==> config.mk <==
export PLATFORM = sky130hd
export DESIGN_NAME = lsu_mem_initiator
export DESIGN_NICKNAME = d
export VERILOG_FILES = /design/src/rtl/lsu_mem_initiator.sv
export SDC_FILE = /design/constraint.sdc
export NUM_CORES = 1
export LEC_CHECK = 0
export CORE_AREA = 2 2 143 110
export CTS_CLUSTER_SIZE = 12
export DETAILED_ROUTE_END_ITERATION = 7
export DIE_AREA = 0 0 145 112
export MAX_ROUTING_LAYER = met4
export PLACE_DENSITY = 0.8
export SETUP_SLACK_MARGIN = 0.05
export SYNTH_ARGS = -nofsm -noshare
export SYNTH_HDL_FRONTEND = slang
export SYNTH_SLANG_ARGS = --single-unit
==> constraint.sdc <==
create_clock -name clk_i -period 3.15 [get_ports clk_i]
set_input_delay 0.63 -clock clk_i [delete_from_list [all_inputs] [get_ports clk_i]]
set_output_delay 0.63 -clock clk_i [all_outputs]
set_load 0.1 [all_outputs]
==> src/rtl/lsu_mem_initiator.sv <==
// lsu_mem_initiator: issues one load/store at a time over the stalling data-memory handshake
module lsu_mem_initiator #(
  parameter int TIMEOUT_CYCLES = 8,
  parameter int ADDR_W = 32
) (
  input  logic              clk_i,
  input  logic              rst_i,
  input  logic              req_valid_i,
  output logic              req_ready_o,
  input  logic              req_store_i,
  input  logic [2:0]        req_funct3_i,
  input  logic [ADDR_W-1:0] req_base_i,
  input  logic [ADDR_W-1:0] req_offset_i,
  input  logic [ADDR_W-1:0] req_wdata_i,
  output logic [ADDR_W-1:0] mem_addr_o,
  output logic [ADDR_W-1:0] mem_wdata_o,
  output logic              mem_w_ena_o,
  output logic              mem_r_ena_o,
  output logic [3:0]        mem_sign_mask_o,
  input  logic [ADDR_W-1:0] mem_rdata_i,
  input  logic              mem_stall_i,
  output logic              resp_valid_o,
  output logic [ADDR_W-1:0] resp_rdata_o,
  output logic              resp_misalign_o,
  output logic              resp_err_o
);
  typedef enum logic [1:0] {S_IDLE, S_ISSUE, S_WAIT, S_RESP} state_t;
  state_t state_q, state_d;
  logic [ADDR_W-1:0] addr_q, addr_d, wdata_q, wdata_d, rdata_q, rdata_d, ea;
  logic [3:0] mask_q, mask_d;
  logic [7:0] cnt_q, cnt_d;
  logic store_q, store_d, seen_q, seen_d, misalign_q, misalign_d, err_q, err_d;
  logic is_byte, is_half, misaligned;
  always_comb begin
    ea = req_base_i + req_offset_i;
    is_byte = req_funct3_i == 3'b000 || (!req_store_i && req_funct3_i == 3'b100);
    is_half = req_funct3_i == 3'b001 || (!req_store_i && req_funct3_i == 3'b101);
    misaligned = is_half ? ea[0] : (!is_byte && |ea[1:0]);
    state_d = state_q;
    addr_d = addr_q;
    wdata_d = wdata_q;
    rdata_d = rdata_q;
    mask_d = mask_q;
    cnt_d = cnt_q;
    store_d = store_q;
    seen_d = seen_q;
    misalign_d = misalign_q;
    err_d = err_q;
    case (state_q)
      S_IDLE: begin
        rdata_d = '0;
        misalign_d = 1'b0;
        err_d = 1'b0;
        if (req_valid_i) begin
          addr_d = ea;
          store_d = req_store_i;
          mask_d = {1'b0, !req_store_i && !req_funct3_i[2] && (is_byte || is_half), is_byte, is_half};
          wdata_d = !req_store_i ? '0 : is_byte ? {4{req_wdata_i[7:0]}} :
                    is_half ? {2{req_wdata_i[15:0]}} : req_wdata_i;
          seen_d = 1'b0;
          cnt_d = '0;
          misalign_d = misaligned;
          state_d = misaligned ? S_RESP : S_ISSUE;
        end
      end
      S_ISSUE: state_d = S_WAIT;
      S_WAIT: begin
        seen_d = seen_q | mem_stall_i;
        if (seen_q && !mem_stall_i) begin
          rdata_d = store_q ? '0 : mem_rdata_i;
          state_d = S_RESP;
        end else if (cnt_q == 8'(TIMEOUT_CYCLES - 1)) begin
          err_d = 1'b1;
          state_d = S_RESP;
        end else
          cnt_d = cnt_q + 8'd1;
      end
      default: begin
        rdata_d = '0;
        misalign_d = 1'b0;
        err_d = 1'b0;
        state_d = S_IDLE;
      end
    endcase
  end
  always_ff @(posedge clk_i) begin
    if (rst_i) begin
      state_q <= S_IDLE;
      addr_q <= '0;
      wdata_q <= '0;
      rdata_q <= '0;
      mask_q <= '0;
      cnt_q <= '0;
      store_q <= 1'b0;
      seen_q <= 1'b0;
      misalign_q <= 1'b0;
      err_q <= 1'b0;
    end else begin
      state_q <= state_d;
      addr_q <= addr_d;
      wdata_q <= wdata_d;
      rdata_q <= rdata_d;
      mask_q <= mask_d;
      cnt_q <= cnt_d;
      store_q <= store_d;
      seen_q <= seen_d;
      misalign_q <= misalign_d;
      err_q <= err_d;
    end
  end
  assign req_ready_o = state_q == S_IDLE;
  assign resp_valid_o = state_q == S_RESP;
  assign mem_w_ena_o = state_q == S_ISSUE && store_q;
  assign mem_r_ena_o = state_q == S_ISSUE && !store_q;
  assign mem_addr_o = addr_q;
  assign mem_wdata_o = wdata_q;
  assign mem_sign_mask_o = mask_q;
  assign resp_rdata_o = rdata_q;
  assign resp_misalign_o = misalign_q;
  assign resp_err_o = err_q;
endmodule
=== Word level (Yosys, flattened, before mapping) ===
Index checks and enable logic that the tools add are counted.

* Register bits: 113
* Bits in latches: 0
* RAM bits: 0
* ROM bits: 0
* Input port bits: 136
* Output and inout port bits: 106
* Word-level logic and storage cells: 77
* Memories: 0

* Add/subtract/negate cells: 2
* $mul: 0
* Div/mod/pow operators: 0
* Magnitude comparators: 0
* Equality and inequality tests: 13
* Shifts and indexed selects: 0
* Mux-type cells: 23
* Bitwise logic cells: 2
* Reductions and logical operators: 27

{| class="wikitable"
|+ Operators with widths
! kind !! number
|-
| 2-to-1 mux 32 bit || 5
|-
| one-hot mux 32 bit (2 select lines) || 1
|-
| adder 32 bit || 1
|-
| 2-to-1 mux 8 bit || 3
|-
| one-hot mux 8 bit (2 select lines) || 1
|-
| != test 2 bit (second input constant) || 5
|-
| adder 8 x 1 -> 8 bit (second input constant) || 1
|-
| equality test 8 x 3 -> 1 bit (second input constant) || 1
|-
| logical AND 1 bit || 8
|-
| 2-to-1 mux 2 bit || 4
|-
| AND reduction 2 bit || 4
|-
| equality test 3 bit (second input constant) || 2
|-
| one-hot mux 1 bit (2 select lines) || 3
|-
| one-hot mux 2 bit (3 select lines) || 1
|-
| zero test 1 bit || 5
|-
| 2-to-1 mux 1 bit || 5
|-
| equality test 2 bit (second input constant) || 2
|-
| AND reduction 4 bit || 1
|-
| OR reduction 2 bit || 2
|-
| equality test 3 x 1 -> 1 bit (second input constant) || 1
|-
| zero test 3 bit || 1
|-
| logical OR 1 bit || 3
|-
| != test 3 bit (second input constant) || 1
|-
| AND reduction 3 bit || 1
|-
| other kinds (5) || 5
|}

=== Logic depth before layout (Yosys ltp) ===
* Depth in word-level cells: 9
* Mapped depth: 10
* Mapped depth without buffers: 9

=== Least setup slack after synthesis ===
Ideal clock, no wire load.

* Path kind: input to register
* From: input req_base_i[26]
* To: register addr_q[29] (netlist: mem_addr_o[29])
* Setup time: 0.119 ns
* Data arrival time: 2.625 ns
* Data required time: 3.031 ns
* Setup slack: 0.406 ns
* Stages: 8
* Buffers on the path: 1
* Cell sequence: ha_1 buf_6 a21oi_4 nor2b_1 or4_1 o32a_1 or3_1 a32o_1

* Word-level cells in the longest chain between the ends: 1

{| class="wikitable"
|+ RTL lines
! what !! line !! source
|-
| start: declaration || 12 || <nowiki>input logic [ADDR_W-1:0] req_base_i,</nowiki>
|-
| adder 32 bit || 35 || <nowiki>ea = req_base_i + req_offset_i;</nowiki>
|-
| end signal: assignment || 100 || <nowiki>addr_q <= addr_d;</nowiki>
|-
| end: declaration || 29 || <nowiki>logic [ADDR_W-1:0] addr_q, addr_d, wdata_q, wdata_d, rdata_q, rdata_d, ea;</nowiki>
|}

No other way between the ends.
A chain may end at the register's enable or synchronous reset.

=== Worst setup path in the final report ===
* From: input req_base_i[0]
* To: register addr_q[26] (netlist: mem_addr_o[26])

The elaborated chain is that of the path after synthesis.

==> metrics <==
CTS Buffer Depth 2; RSZ-0062 raised after global routing no; period utilization 90.80%; IO Port Bufs 240; share of layout cells above drive strength 1 18.57%; final hold vios 0; Post-Synth Simple-Gate Area 23.00%; Critical Path Max Stage Delay 0.46 ns; worst vdd ir 0.0005228 V; slack of the critical path 0.2898 ns; post-CTS setup buffer count 0; GRT overflow 0; Final Cell Area 0.009882 sq mm; Util after Layout 66.40%; I/O pin cnt 242; hold buffer count at cts 0; Worst Tran Pin Value 0.6493 ns; max_slew headroom 56.61%; sw frac 47.00%; CP startpoint kind input port; H-tree depth 4; setup violators final 0; xor/xnor share of the synthesized area 1.868%; number of routed nets with antenna violations 0; Post-synth EDFFs 0; Reg power frac 22.7%; Setup Crit Path Kind in2reg; Most used DFF post-synth dfxtp_1; CTS clock-pin slew for the worst setup and hold paths 0.05 ns; Synth Instances 858; Max Cap Viol 0; number of antenna violations at the first check in global routing 0; Die ar. 0.01624 sq mm; CP max stage cell clkdlybuf4s50_1; core box area 0.01488 sq mm; complex-gate fraction of the synthesized area 24.78%; Cell Area, Synth 0.006565 sq mm; Synthesis Warnings 0; P_int 0.004177 W; CP Max Fanout 3; Remaining DRCs 0; Adder-Cell Fraction of Synth Area 7.166%; clock share of power 28.5%; Clock Skews 0.01450 ns; CTS tree done; row count 39; DRC marker count from the first detailed-route iteration 542; CTS Buf Count 17; Antenna diodes 0; ys async rst share 0%; Via density 5.545; Detailed Route WL 22.23 mm; Fmax 349.6 MHz; dpl ws -0.1361 ns; mux contribution to synthesized area 4.002%; FF-to-FF setup slack 0.93 ns; Area growth, synth to finish 50.52%; Pwr Density 797.5 mW/mm^2; LEAKAGE 4.100 nW; count of cell types in the netlist 69; die width 145 um; area post-placement 0.009191 sq mm; critical path's top delay family compound AO/OA/AOI/OAI gates; crit path DAT 3.15 ns; Filler cells 1,306; Net Count, Synth 1,031; Root Driver clkbuf_16; die height 112 um; final net count 1,291; post-synthesis sequential area ratio 34.46%; status completed; CP bufs+invs 3; largest net degree at the start of global routing 58; first-pass GRT wire length 35.14 mm; multi-input logic area 0.004009 sq mm; main combinational cell family by area after synthesis compound AO/OA/AOI/OAI gates; CP Cell Sequence clkdlybuf4s50_1 > ha_1 > inv_1 > fa_1 > nand2b_1 > a21oi_1 > o2111ai_1 > a2111oi_0 > buf_4 > o221ai_1 > o221a_2; CP Capture Type register; max-slew violation count 0; CP Data Required Time 3.44 ns; Avg WL per Cell 16.64 um; clock sinks 113; DP HPWL 16.70 mm; initial core utilization 44.11%; sequential cell area 0.002262 sq mm; GR Util All Layers 27.44%; P_sw 0.003704 W; Tightest Hold Check Type reg2reg; Post-CTS Resized 0; Clock Latency Late Sink 0.41 ns; Synth Area per Inst 7.652 sq um; #FFs+latches synth 113; DR vias 7,408; routability congestion estimate 0.9696; crit path time final 2.860 ns; Logic pwr share 48.8%; Pre-antenna DRT Iters 5; vias in the first global route 6,992
[area by class of cell]
class / instances / area share [%]
multi-input combinational: 667 / 40.57
inverter: 21 / 0.7977
clock buffer: 18 / 4.444
timing repair buffer: 298 / 26.16
tap: 205 / 2.596
clock inverter: 14 / 2.545
sequential: 113 / 22.89
[flip-flops by register name, indices dropped and copies added (netlist names)]
register,cells
mem_addr_o,32
mem_wdata_o,32
resp_rdata_o,32
cnt_q,8
mem_sign_mask_o,3
state_q,2
resp_err_o,1
resp_misalign_o,1
seen_q,1
store_q,1
[cells by family (layout without fill, tap and decap cells)]
| group | after synthesis | in the layout |
|---|---|---|
| xor+xnor | 14 | 14 |
| mux | 26 | 26 |
| fa+ha+maj | 37 | 37 |
| simple gates | 328 | 328 |
| other cells | 1 | 1 |
| compound gates | 261 | 261 |
| flops | 113 | 113 |
| buf+inv | 78 | 351 |
[synthesized netlist by cell type (all sizes together), types with 4 or more instances]
| cell type | count | share of area (%) |
|---|---|---|
| a21oi | 134 | 10 |
| dfxtp | 113 | 34 |
| nand2 | 99 | 5.7 |
| nor2 | 88 | 5.0 |
| nand3 | 62 | 4.7 |
| clkbuf | 52 | 3.0 |
| ha | 36 | 6.9 |
| o21ai | 33 | 2.5 |
| mux2i | 24 | 3.7 |
| inv | 21 | 1.2 |
| a211oi | 19 | 2.2 |
| nor3 | 16 | 1.2 |
| a21o | 10 | 1.1 |
| nand3b | 10 | 1.1 |
| nand4 | 10 | 0.95 |
| or3 | 10 | 0.95 |
| o211ai | 8 | 0.91 |
| o21bai | 8 | 0.91 |
| xnor2 | 8 | 1.1 |
| and3 | 7 | 0.67 |
| nand2b | 7 | 0.67 |
| and2 | 6 | 0.57 |
| xor2 | 6 | 0.80 |
| buf | 5 | 0.50 |
| a21boi | 4 | 0.46 |
| a31oi | 4 | 0.38 |
| or4 | 4 | 0.46 |
[path summary, 6_finish.rpt]
check	start	to	cells past startpoint
hold / removal	mem_sign_mask_o[0]	mem_sign_mask_o[0]	2
setup / recovery	req_base_i[0]	mem_addr_o[26]	11
hold reg to reg	mem_sign_mask_o[0]	mem_sign_mask_o[0]	2
setup reg to reg	state_q[0]	mem_addr_o[25]	8
[power groups by stage]
stage	Clock (W)	Combinational, W	Sequential [W]
2_1_floorplan	0	0.00144	0.00314
3_3_place_gp	0	0.00379	0.00181
5_1_grt	0.00233	0.00407	0.00181
3_5_place_dp	0	0.00381	0.00181
4_1_cts	0.00228	0.00383	0.00179
6_report	0.00224	0.00385	0.00179
[worst register-to-register path: stages (launching register included)]
cell and delay, ns:
dfxtp_1 0.35, inv_1 0.09, ha_1 0.28, and2_1 0.26, buf_4 0.28, nand2b_1 0.32
nor3_1 0.37, nand3_1 0.13, nand3_1 0.11
[placed cells by master (no fill, tap or decap), types with 11 or more instances in the layout]
master             n
a211oi_1          19
a21oi_1          131
buf_4            163
clkbuf_16         17
clkdlybuf4s50_1  134
dfxtp_1          113
ha_1              36
inv_1             21
mux2i_1           24
nand2_1           98
nand3_1           62
nor2_1            88
nor3_1            16
o21ai_0           22
o21ai_1           11
[metal layers]
metal | GRT usage [%] | vias up | routed length [um] | share of wire [%]
li1 | - | 3625 | - | -
met5 | - | - | 0 | 0
met3 | 7.336 | 24 | 1906 | 8.6
met2 | 42.10 | 339 | 9928 | 45
met1 | 35.97 | 3420 | 10090 | 45
met4 | 7.129 | 0 | 306 | 1.4
[metrics by stage]
stage / setup TNS [ns] / total power, W / hold WS [ns] / cells
2_1_floorplan: 0 / 0.004579 / 0.4378 / 858
3_3_place_gp: -0.1402 / 0.005600 / 0.4385 / 1304
3_5_place_dp: -0.4877 / 0.005626 / 0.4433 / 1304
4_1_cts: 0 / 0.007892 / 0.4516 / 1336
5_1_grt: 0 / 0.008218 / 0.4702 / 1336
6_report: 0 / 0.007881 / 0.4468 / 1336
Power figures use the tool's default switching activity.
==> RTL edit: new RTL, config.mk and constraints unchanged <==
The 4 states of `state_t` get a one-hot encoding in 4 bits.
--- a/src/rtl/lsu_mem_initiator.sv
+++ b/src/rtl/lsu_mem_initiator.sv
@@ -24,7 +24,7 @@
   output logic              resp_misalign_o,
   output logic              resp_err_o
 );
-  typedef enum logic [1:0] {S_IDLE, S_ISSUE, S_WAIT, S_RESP} state_t;
+  typedef enum logic [3:0] {S_IDLE = 4'b0001, S_ISSUE = 4'b0010, S_WAIT = 4'b0100, S_RESP = 4'b1000} state_t;
   state_t state_q, state_d;
   logic [ADDR_W-1:0] addr_q, addr_d, wdata_q, wdata_d, rdata_q, rdata_d, ea;
   logic [3:0] mask_q, mask_d;
Check against the original RTL: no difference found for any inputs over 10 cycles, from zero or initial values and one cycle with rst_i high; not proved beyond that.
==> RTL edit against the unedited design <==
Die area unchanged. First-iteration DRC count decreased by 25%. Cell count decreased by 4.2%. Setup slack got worse by 160 ps. Via count decreased by 8.8%. Fmax decreased by 5.5%. Sequential cell count increased by 2. Synthesized area decreased by 3.8%. Hold slack improved by 2.1 ps. Count of clock-buffer cells in the layout unchanged. Routed wire length decreased by 9.1%. Design area decreased by 2.6%. Critical endpoint is now mem_addr_o[18].
Power is not compared: it rests on default switching activity, and its combinational part moved more than twofold at a synthesized area within 25%.
==> RTL edit: results (changes against the unedited design) <==
<table>
<tr><th>Metric</th><th>Value</th></tr>
<tr><th colspan="2">Setup path</th></tr>
<tr><td>Signal arrival time at the worst endpoint</td><td>3350 ps (was 3150 ps)</td></tr>
<tr><td>Critical-path top delay cell</td><td>sky130_fd_sc_hd__or4_1 (was sky130_fd_sc_hd__clkdlybuf4s50_1)</td></tr>
<tr><td>Largest incremental delay on the critical path</td><td>570 ps (was 460 ps)</td></tr>
<tr><th colspan="2">Final layout</th></tr>
<tr><td>Cell Count, Final, Fillers Out</td><td>1280 (was 1336)</td></tr>
<tr><td>Number of fillers in the final layout</td><td>1291 (was 1306)</td></tr>
<tr><td>Proportion of layout cells with a drive suffix above 1</td><td>0.212 (was 0.186)</td></tr>
<tr><td>Nets@finish</td><td>1231 (was 1291)</td></tr>
<tr><th colspan="2">Status</th></tr>
<tr><td>Run status</td><td>completed (unchanged)</td></tr>
<tr><th colspan="2">Synth</th></tr>
<tr><td>Post-synthesis cell type count</td><td>64 (was 69)</td></tr>
<tr><td>Synthesized net count</td><td>965 (was 1031)</td></tr>
<tr><td>Synth top cells by count</td><td>146 x sky130_fd_sc_hd__nand2_1, 115 x sky130_fd_sc_hd__dfxtp_1, 113 x sky130_fd_sc_hd__a21oi_1 (was 133 x sky130_fd_sc_hd__a21oi_1, 113 x sky130_fd_sc_hd__dfxtp_1, 99 x sky130_fd_sc_hd__nand2_1)</td></tr>
<tr><td>Cell with the most instances after synthesis</td><td>sky130_fd_sc_hd__nand2_1 (was sky130_fd_sc_hd__a21oi_1)</td></tr>
<tr><td>Number of instances in the synthesized netlist</td><td>796 (was 858)</td></tr>
<tr><th colspan="2">Place</th></tr>
<tr><td>DP HPWL</td><td>15.0 mm (was 16.7 mm)</td></tr>
<tr><td>Final weighted congestion in routability-driven placement</td><td>0.903 (was 0.970)</td></tr>
<tr><th colspan="2">Global route</th></tr>
<tr><td>Global routing usage on met1</td><td>0.324 (was 0.360)</td></tr>
<tr><td>Number of global-route vias before repair</td><td>6567 (was 6992)</td></tr>
<tr><td>Overall Global Routing Usage</td><td>0.254 (was 0.274)</td></tr>
<tr><td>First-pass GRT wire length</td><td>32.9 mm (was 35.1 mm)</td></tr>
<tr><td>Met2 capacity usage during global routing</td><td>0.408 (was 0.421)</td></tr>
<tr><td>Pin count of the biggest net entering global routing</td><td>52 (was 58)</td></tr>
<tr><th colspan="2">STA</th></tr>
<tr><td>Measured slew at the worst slew-check pin</td><td>751 ps (was 649 ps)</td></tr>
<tr><th colspan="2">Drt</th></tr>
<tr><td>Via count</td><td>6755 (was 7408)</td></tr>
<tr><td>Met2 wire len</td><td>9.32 mm (was 9.93 mm)</td></tr>
<tr><td>Drt total wl</td><td>20.2 mm (was 22.2 mm)</td></tr>
<tr><td>Metal3 WL</td><td>1.44 mm (was 1.91 mm)</td></tr>
</table>
-- RTL edit: timing repair --
action,4_1_cts,5_1_grt
setup endpoints to repair,0,5
hold buffers,0,0
gates resized for setup,0,2
-- RTL edit: final cells by class --
type	instances	area share
clock buffer	18	0.0456
clock inverter	14	0.0209
inverter	12	0.00468
multi-input combinational	616	0.393
sequential	115	0.239
tap	205	0.0267
timing repair buffer	300	0.270
-- RTL edit: kinds of logic (layout without fill, tap and decap cells) --
family                     after synthesis  count (layout)  share of synthesized area
buffers and inverters                   65             344                     0.0424
muxes                                   23              23                     0.0384
xor gates and xnor gates                25              25                     0.0347
other                                    1               1                   0.000593
adders and majority gates               33              33                     0.0665
DFF                                    115             115                      0.364
AOI/OAI and AO/OA                      215             215                      0.216
and+or+nand+nor                        319             319                      0.237
-- RTL edit: stage by stage --
step / area (um^2) / util / setup TNS, ps / hold slack, ps / setup slack [ps]
after floorplan: 6330 / - / 0 / 475 / 240
after global placement: 8980 / 0.603 / -1750 / 439 / -260
after detailed placement: 8980 / 0.603 / -2610 / 445 / -309
after CTS: 9620 / 0.646 / 0 / 453 / 96.1
after global routing: 9620 / 0.647 / 0 / 469 / 17.5
final: 9620 / 0.647 / 0 / 449 / 125
-- RTL edit: critical path: cells and delay by family --
kind,cells,cell delay [ps]
fa+ha+maj,2,620
xor+xnor,1,120
buf+inv,1,420
simple gates,3,720
compound gates,4,830
-- RTL edit: final timing paths --
check                                     start  slack, ps               to
worst max-delay path              req_base_i[0]        120   mem_addr_o[18]
worst min-delay path            resp_rdata_o[7]        450  resp_rdata_o[7]
worst max register to register       state_q[2]        780         cnt_q[5]
worst min register to register  resp_rdata_o[7]        450  resp_rdata_o[7]
